--- src/rtl/hazard_ctrl_mc.sv ---
// Pipeline hazard unit: operand forwarding, load-use and multi-cycle RAW/structural
// stalls, branch flush priority, and a saturating stall-cycle counter.
module hazard_ctrl_mc #(
  parameter int AW     = 5,
  parameter int MC_LAT = 4,
  parameter int CW     = 16
) (
  input  logic          clk,
  input  logic          rst,
  input  logic [AW-1:0] rs1D,
  input  logic [AW-1:0] rs2D,
  input  logic          mcD,
  input  logic [AW-1:0] rs1E,
  input  logic [AW-1:0] rs2E,
  input  logic [AW-1:0] rdE,
  input  logic          regwriteE,
  input  logic          loadE,
  input  logic          mc_startE,
  input  logic          pcsrcE,
  input  logic [AW-1:0] rdM,
  input  logic          regwriteM,
  input  logic [AW-1:0] rdW,
  input  logic          regwriteW,
  output logic [1:0]    forwardAE,
  output logic [1:0]    forwardBE,
  output logic          stallF,
  output logic          stallD,
  output logic          flushD,
  output logic          flushE,
  output logic          mc_busy,
  output logic          mc_done,
  output logic [AW-1:0] mc_rd,
  output logic [CW-1:0] stall_cnt
);

  // state | meaning
  // IDLE  | multi-cycle unit free, waiting for mc_startE
  // BUSY  | op in flight; cnt counts down to the writeback cycle (cnt==0)
  typedef enum logic {IDLE = 1'b0, BUSY = 1'b1} state_t;

  state_t        state, state_nxt;
  logic [3:0]    cnt, cnt_nxt;
  logic [AW-1:0] mc_rd_nxt;
  logic          busy_raw, done_raw;
  logic          lw, ms, stall;

  function automatic logic [1:0] fwd_sel(input logic [AW-1:0] rs,
                                         input logic [AW-1:0] rd_m, input logic we_m,
                                         input logic [AW-1:0] rd_w, input logic we_w);
    if (we_m && (rd_m != '0) && (rd_m == rs)) return 2'b10;
    if (we_w && (rd_w != '0) && (rd_w == rs)) return 2'b01;
    return 2'b00;
  endfunction

  assign forwardAE = fwd_sel(rs1E, rdM, regwriteM, rdW, regwriteW);
  assign forwardBE = fwd_sel(rs2E, rdM, regwriteM, rdW, regwriteW);

  always_comb begin
    state_nxt = state;
    cnt_nxt   = cnt;
    mc_rd_nxt = mc_rd;
    busy_raw  = 1'b0;
    done_raw  = 1'b0;
    case (state)
      IDLE: begin
        if (mc_startE) begin
          state_nxt = BUSY;
          cnt_nxt   = 4'(MC_LAT - 1);
          mc_rd_nxt = rdE;
        end
      end
      BUSY: begin
        // a second mc_startE here is a protocol violation and is dropped
        busy_raw = 1'b1;
        if (cnt == 4'd0) begin
          done_raw  = 1'b1;
          state_nxt = IDLE;
        end else begin
          cnt_nxt = cnt - 4'd1;
        end
      end
      default: state_nxt = IDLE;
    endcase
  end

  assign mc_busy = busy_raw & ~rst;
  assign mc_done = done_raw & ~rst;

  assign lw    = loadE & regwriteE & (rdE != '0) & ((rdE == rs1D) | (rdE == rs2D));
  assign ms    = mc_busy & (mcD | ((mc_rd != '0) & ((mc_rd == rs1D) | (mc_rd == rs2D))));
  // a taken branch squashes the stalled instructions, so it wins over any stall
  assign stall = (lw | ms) & ~pcsrcE & ~rst;

  assign stallF = stall;
  assign stallD = stall;
  assign flushE = (lw | ms | pcsrcE) & ~rst;
  assign flushD = pcsrcE & ~rst;

  always_ff @(posedge clk) begin
    if (rst) begin
      state     <= IDLE;
      cnt       <= 4'd0;
      mc_rd     <= '0;
      stall_cnt <= '0;
    end else begin
      state <= state_nxt;
      cnt   <= cnt_nxt;
      mc_rd <= mc_rd_nxt;
      if (stall && (stall_cnt != '1)) stall_cnt <= stall_cnt + 1'b1;
    end
  end

endmodule

--- config.mk ---
export PLATFORM = sky130hd
export DESIGN_NAME = hazard_ctrl_mc
export DESIGN_NICKNAME = d
export VERILOG_FILES = /design/src/rtl/hazard_ctrl_mc.sv
export SDC_FILE = /design/constraint.sdc
export NUM_CORES = 1
export LEC_CHECK = 0
export CAP_MARGIN = 40
export CORE_ASPECT_RATIO = 0.5
export CORE_MARGIN = 1.5
export CORE_UTILIZATION = 42
export CTS_BUF_LIST = sky130_fd_sc_hd__clkbuf_4 sky130_fd_sc_hd__clkbuf_8
export DETAILED_ROUTE_END_ITERATION = 10
export GPL_TIMING_DRIVEN = 1
export HOLD_SLACK_MARGIN = 0.1
export PLACE_DENSITY = 0.79
export SLEW_MARGIN = 20
export SYNTH_ARGS = -nofsm -noshare
export SYNTH_HDL_FRONTEND = slang
export SYNTH_SLANG_ARGS = --single-unit
--- constraint.sdc ---
create_clock -name clk -period 2.6 [get_ports clk]
set_clock_uncertainty 0.05 [all_clocks]
set_input_delay 0.65 -clock clk [delete_from_list [all_inputs] [get_ports clk]]
set_output_delay 0.65 -clock clk [all_outputs]
set_load 0.01 [all_outputs]
==> results of run 1 <==
[final timing paths]
check,end,startpoint,cells after the start
min reg2reg,stall_cnt[1],stall_cnt[1],2
min,stall_cnt[1],stall_cnt[1],2
max reg2reg,stall_cnt[14],stall_cnt[0],7
max,forwardAE[0],rs1E[1],5
[synthesized netlist by cell type, types with 3 or more instances]
| cell type | count |
|---|---|
| o21ai_0 | 3 |
| o22ai_1 | 10 |
| and3_1 | 6 |
| nor2b_1 | 17 |
| nor4_1 | 4 |
| nand3_1 | 25 |
| nor2_1 | 24 |
| nand4_1 | 8 |
| nand2_1 | 26 |
| inv_1 | 7 |
| a21oi_1 | 9 |
| xor2_1 | 16 |
| xnor2_1 | 24 |
| clkbuf_1 | 6 |
| o21a_1 | 3 |
| dfxtp_1 | 26 |
| o32ai_1 | 6 |
| or4_1 | 5 |
| mux2_2 | 14 |
| nor3_1 | 5 |
[cell type report]
| cell class | count | area (µm²) | area share (%) |
|---|---|---|---|
| tap | 66 | 82.6 | 2.49 |
| sequential | 26 | 522 | 15.8 |
| clock buffer | 3 | 41.3 | 1.25 |
| inverter | 7 | 26.3 | 0.793 |
| timing repair buffer | 112 | 908 | 27.4 |
| clock inverter | 1 | 30.0 | 0.907 |
| multi-input combinational | 225 | 1700 | 51.4 |
[metal layers]
layer / GRT usage [%] / up-vias / part of all wire [%]
li1: - / 1172 / -
met1: 27.7 / 1135 / 41
met2: 49.1 / 114 / 49
met3: 5.33 / 10 / 8.1
met4: 3.88 / 0 / 1.6
met5: 0 / - / 0
[metrics by stage]
step	util [%]	cells	instance area (µm²)	hold slack, ps	total power [mW]
finish	72.4	440	3310	453	1.13
detailed placement	68.8	434	3140	436	0.761
global placement	68.8	434	3140	405	0.751
floorplan	-	269	2110	389	0.583
CTS	71.2	440	3260	446	1.10
global route	72.4	440	3310	478	1.18
[worst min-delay path, cell delays in order (launching register included)]
cell and delay [ps]:
dfxtp_1 340, nand2_1 60, mux2i_1 50
[what timing repair did]
item / 4_1_cts / 5_1_grt
setup buffers: 3 / 0
gates resized for setup: 137 / 56
setup endpoints to repair: 15 / 8
pin swaps: 30 / 31
[power groups by stage]
stage | combinational, mW | sequential [mW] | clock [mW]
2_1_floorplan | 0.145 | 0.437 | 0
3_3_place_gp | 0.317 | 0.434 | 0
3_5_place_dp | 0.327 | 0.435 | 0
4_1_cts | 0.332 | 0.427 | 0.342
5_1_grt | 0.387 | 0.430 | 0.361
6_report | 0.362 | 0.428 | 0.335
[logic make-up (layout without fill, tap and decap cells)]
kind of cell             count (synthesis)  count (layout)  synth area share (%)
buffers and inverters                   18             123                  3.96
AO/OA/AOI/OAI                           38              38                  12.6
multiplexers                            16              16                  8.52
adder cells (fa/ha/maj)                  2               2                  1.20
AND/OR/NAND/NOR                        129             129                  31.9
XOR/XNOR                                40              40                  16.8
flip-flops                              26              26                  25.0
[state kept, by name (all words and copies together), names as in the netlist]
signal     count
state          1
cnt            4
stall_cnt     16
mc_rd          5
==> impl_metrics.tcl, run 1 <==
set metrics [dict create \
    status "finished with violations" \
    violations "setup timing" \
    dr_total_vias 2431 \
    numPortBuffers 74 \
    n_antenna_cell 0 \
    cts_tree "yes" \
    arrival_ps 1950 \
    pin_count 75 \
    dp_hpwl_um 4930 \
    cp_top_family "simple AND/OR/NAND/NOR gates" \
    critPathRequiredTime_ps 1900 \
    final_cell_mix "buf_4 (34), clkdlybuf4s50_1 (28), nand2_1 (26)" \
    nets 421 \
    grt_pass1_vias 2240 \
    root_buffer "clkbuf_8" \
    path_class "in2out" \
    drive_gt1_share_pct 33.2 \
    setup_viol 2 \
    netlist_instances 269 \
    grt_max_degree 25 \
    clk_path_buf_depth 2 \
    htreeDepth 1 \
    synth_nets 315 \
    cp-start-kind "input port" \
    synth-edff-count 0 \
    yosysUniqueCellTypes 38 \
    cts_buffers 3 \
    r2r_setup_slack_ps 250 \
    critical_path.max_stage_delay_ps 500 \
    maxCapViolCount 0 \
    slew_headroom_pct 53.9 \
    cp_num_buf_inv 2 \
    p_leak_nw 1.36 \
    yosysSeqAreaShare_pct 25.0 \
    drtAntennaViolNets 0 \
    n_fill_cell 338 \
    clk_pin_slew_worst_paths_ps 90 \
    internal_power_uw 801 \
    ctsHoldBuffers 0 \
    ys.flop_type "dfxtp_1" \
    cpMaxStageDelayCell "or4_4" \
    rsz0062_at_grt "true" \
    gp_congestion 0.906 \
    synth_top_area_share_pct 25.0 \
    async_flop_share_pct 0 \
    end_kind "primary output" \
    ir_drop_v 0.000334 \
    worst_slack_ps -48.8 \
    clk_latency_ps 270 \
    syn_to_final_growth_pct 58.9 \
    power_frac_comb_pct 32.2 \
    sw_frac_of_total_pct 28.8 \
    power.density_nw_per_um2 340 \
    cts_sinks 26 \
    synth.area.top_cells "dfxtp_1 (25%), xnor2_1 (10%), mux2_2 (7.6%)" \
    netlist_area_um2 2080 \
    maxSlewViolCount 0 \
    wire_per_inst_um 16.2 \
    hold_path_class "reg2reg" \
    die_w_um 103 \
    die_height_um 52.8 \
    fin_crit_sh_pct 102 \
    pwr-share-seq_pct 38.1 \
    final_common_cell "buf_4" \
    postSynthAreaPerCell_um2 7.75 \
    yosys.area.top_type "dfxtp_1" \
    tightest_slew_ps 691 \
    drcViolationCount 0 \
    final-hold-violation-count 0 \
    grt-ovfl-total 0 \
    setup_tns_ps -79.0 \
    period_needed_ps 2650 \
    p_switching_uw 324 \
    initial_core_util_pct 45.6 \
    place_worst_setup_slack_ps -956 \
    synth-warning-count 0 \
    fmax_mhz 378 \
    grt.total_usage_pct 24.7 \
    crit_path_cell_trace "clkdlybuf4s15_1 > xor2_1 > or4_4 > nor4_4 > buf_2" \
    antenna_found_initial 0 \
    drt_pass1_iterations 4 \
    synth-seq-cells 26 \
    fp-row-count 17 \
    viasPerCell 5.53 \
    clock_power_share_pct 29.8 \
    path_max_fanout 2 \
    coreArea_um2 4570 \
    grt_pass1_wl_um 10300 \
    die_area_um2 5420 \
    drtIter0Drc 111 \
    routed_wirelength_um 7130 \
]
No activity file was read; power rests on OpenSTA's default activity.
==> run 2: changes to the inputs <==
--- a/config.mk
+++ b/config.mk
@@ -7,7 +7,6 @@
 export LEC_CHECK = 0
 export CAP_MARGIN = 40
 export CORE_ASPECT_RATIO = 0.5
-export CORE_MARGIN = 1.5
 export CORE_UTILIZATION = 42
 export CTS_BUF_LIST = sky130_fd_sc_hd__clkbuf_4 sky130_fd_sc_hd__clkbuf_8
 export DETAILED_ROUTE_END_ITERATION = 10
==> impl_metrics.tcl, run 2 (same netlist as run 1, synthesis figures left out) <==
set metrics [dict create \
    cts_buffers 3 \
    routed_wirelength_um 7350 \
    critPathCapture "forwardBE[0]" \
    status "finished with violations" \
    n_antenna_cell 0 \
    fin_crit_sh_pct 105 \
    rsz0062_at_grt "true" \
    hold_path_class "reg2reg" \
    fmax_mhz 366 \
    maxCapViolCount 0 \
    coreArea_um2 4570 \
    clk_path_buf_depth 2 \
    root_buffer "clkbuf_8" \
    numPortBuffers 74 \
    grt_pass1_vias 2324 \
    violations "setup timing" \
    wire_per_inst_um 16.5 \
    initial_core_util_pct 45.6 \
    internal_power_uw 737 \
    power.density_nw_per_um2 319 \
    cts_sinks 26 \
    drtAntennaViolNets 0 \
    grt_max_degree 34 \
    final-hold-violation-count 0 \
    cts_tree "yes" \
    top_register "stall_cnt" \
    clk_latency_ps 280 \
    pwr-share-seq_pct 39.8 \
    die_height_um 51.8 \
    postLayoutCellArea_um2 3370 \
    pin_count 75 \
    crit_start "rdW[3]" \
    antenna_found_initial 0 \
    dp_hpwl_um 4970 \
    die_area_um2 5270 \
    fp-row-count 17 \
    ctsHoldBuffers 0 \
    sw_frac_of_total_pct 31.5 \
    rr_endpoint "stall_cnt[14]" \
    die_w_um 102 \
    reg_top3 "stall_cnt: 16 flops, mc_rd: 5 flops, cnt: 4 flops" \
    htreeDepth 1 \
    final_common_cell "buf_4" \
    clock_power_share_pct 25.0 \
    arrival_ps 2030 \
    clk_pin_slew_worst_paths_ps 90 \
    critical_path.max_stage_delay_ps 570 \
    critPathRequiredTime_ps 1900 \
    final_cell_mix "buf_4 (42), clkdlybuf4s50_1 (27), nand2_1 (25)" \
    tightest_slew_ps 684 \
    grt_pass1_wl_um 10800 \
    viasPerCell 5.53 \
    drt_pass1_iterations 4 \
    grt-ovfl-total 0 \
    nets 426 \
    dr_total_vias 2462 \
    drtIter0Drc 74 \
    grt.total_usage_pct 26.4 \
    p_total_mw 1.08 \
    path_class "in2out" \
    power_frac_comb_pct 35.3 \
    cpMaxStageDelayCell "or4_1" \
    crit_path_cell_trace "dlygate4sd2_1 > or4_1 > o21ai_2 > or4_4 > nor4_4 > buf_2" \
    p_leak_nw 1.37 \
    period_needed_ps 2730 \
    end_kind "primary output" \
    worst_slack_ps -130 \
    drcViolationCount 0 \
    largest_register_ffs 16 \
    setup_viol 3 \
    cp_top_family "simple AND/OR/NAND/NOR gates" \
    cp_num_buf_inv 2 \
    r2r_cells 7 \
    r2r_setup_slack_ps 240 \
    path_max_fanout 2 \
    cp-start-kind "input port" \
    slew_headroom_pct 54.4 \
    dpl_cell_area_um2 3150 \
    r2r_start "stall_cnt[0]" \
    gp_congestion 0.844 \
    syn_to_final_growth_pct 61.6 \
    drive_gt1_share_pct 35.6 \
    ir_drop_v 0.000185 \
    maxSlewViolCount 0 \
    critical_path_depth 6 \
    p_switching_uw 338 \
]
run 2: changes by cell type in the layout (fill, tap and decap cells not counted), sizes merged:
cell / change
dlygate4sd2: +3
dlymetal6s2s: +1
clkbuf: +3
clkdlybuf4s15: +2
buf: -2
bufinv: -1
clkdlybuf4s50: -1
run 2: through the flow:
stage	TNS [ps]	util, %	setup slack, ps	cells	hold WS [ps]
finish	-288	73.7	-130	445	420
global route	-666	73.7	-282	445	459
CTS	-156	71.7	-90.6	443	423
detailed placement	-10710	68.9	-921	435	406
global placement	-8990	68.9	-815	435	402
floorplan	-35.8	-	-35.8	269	389
run 2: worst register-to-register path, stage by stage, from the launching register on:
cell and delay (ps):
dfxtp_1 400, ha_1 260, and3_1 210, and3_1 260, nor2b_1 410, nand3_1 140
o22ai_1 190, mux2_2 350
run 2: per-layer routing:
| metal | routed length (µm) | global-route usage, % | share of wire (%) | vias up |
|---|---|---|---|---|
| li1 | - | - | - | 1180 |
| met1 | 2920 | 28.6 | 40 | 1189 |
| met2 | 3820 | 52.7 | 52 | 76 |
| met3 | 444 | 5.24 | 6.0 | 17 |
| met4 | 162 | 7.49 | 2.2 | 0 |
| met5 | 0 | 0 | 0 | - |
run 2: area by class of cell:
cell class	instances	area, µm²
flip-flops and latches	26	527
multi-input cells	225	1740
fillers	334	1200
well taps	66	82.6
inverters	7	26.3
repair buffers	117	941
clock buffers	4	55.1
run 2: power by group through the flow:
stage / clock network, mW / logic, mW / registers, mW
6_report: 0.269 / 0.379 / 0.428
3_3_place_gp: 0 / 0.318 / 0.434
4_1_cts: 0.275 / 0.341 / 0.427
3_5_place_dp: 0 / 0.329 / 0.435
5_1_grt: 0.292 / 0.406 / 0.430
2_1_floorplan: 0 / 0.145 / 0.437
run 2: worst min-delay path by stage:
stage / start / endpoint / slack [ps] / cells after the start
5_1_grt: mc_rd[0] / mc_rd[0] / 460 / 2
4_1_cts: cnt[3] / cnt[3] / 420 / 1
2_1_floorplan: cnt[3] / cnt[3] / 390 / 1
6_report: cnt[3] / cnt[3] / 420 / 1
3_5_place_dp: cnt[3] / cnt[3] / 410 / 1
3_3_place_gp: cnt[3] / cnt[3] / 400 / 1
run 2: timing repair:
item / CTS / global route
setup endpoints to repair: 15 / 8
buffers inserted: 4 / 2
pin swaps: 34 / 16
gates resized for setup: 141 / 42
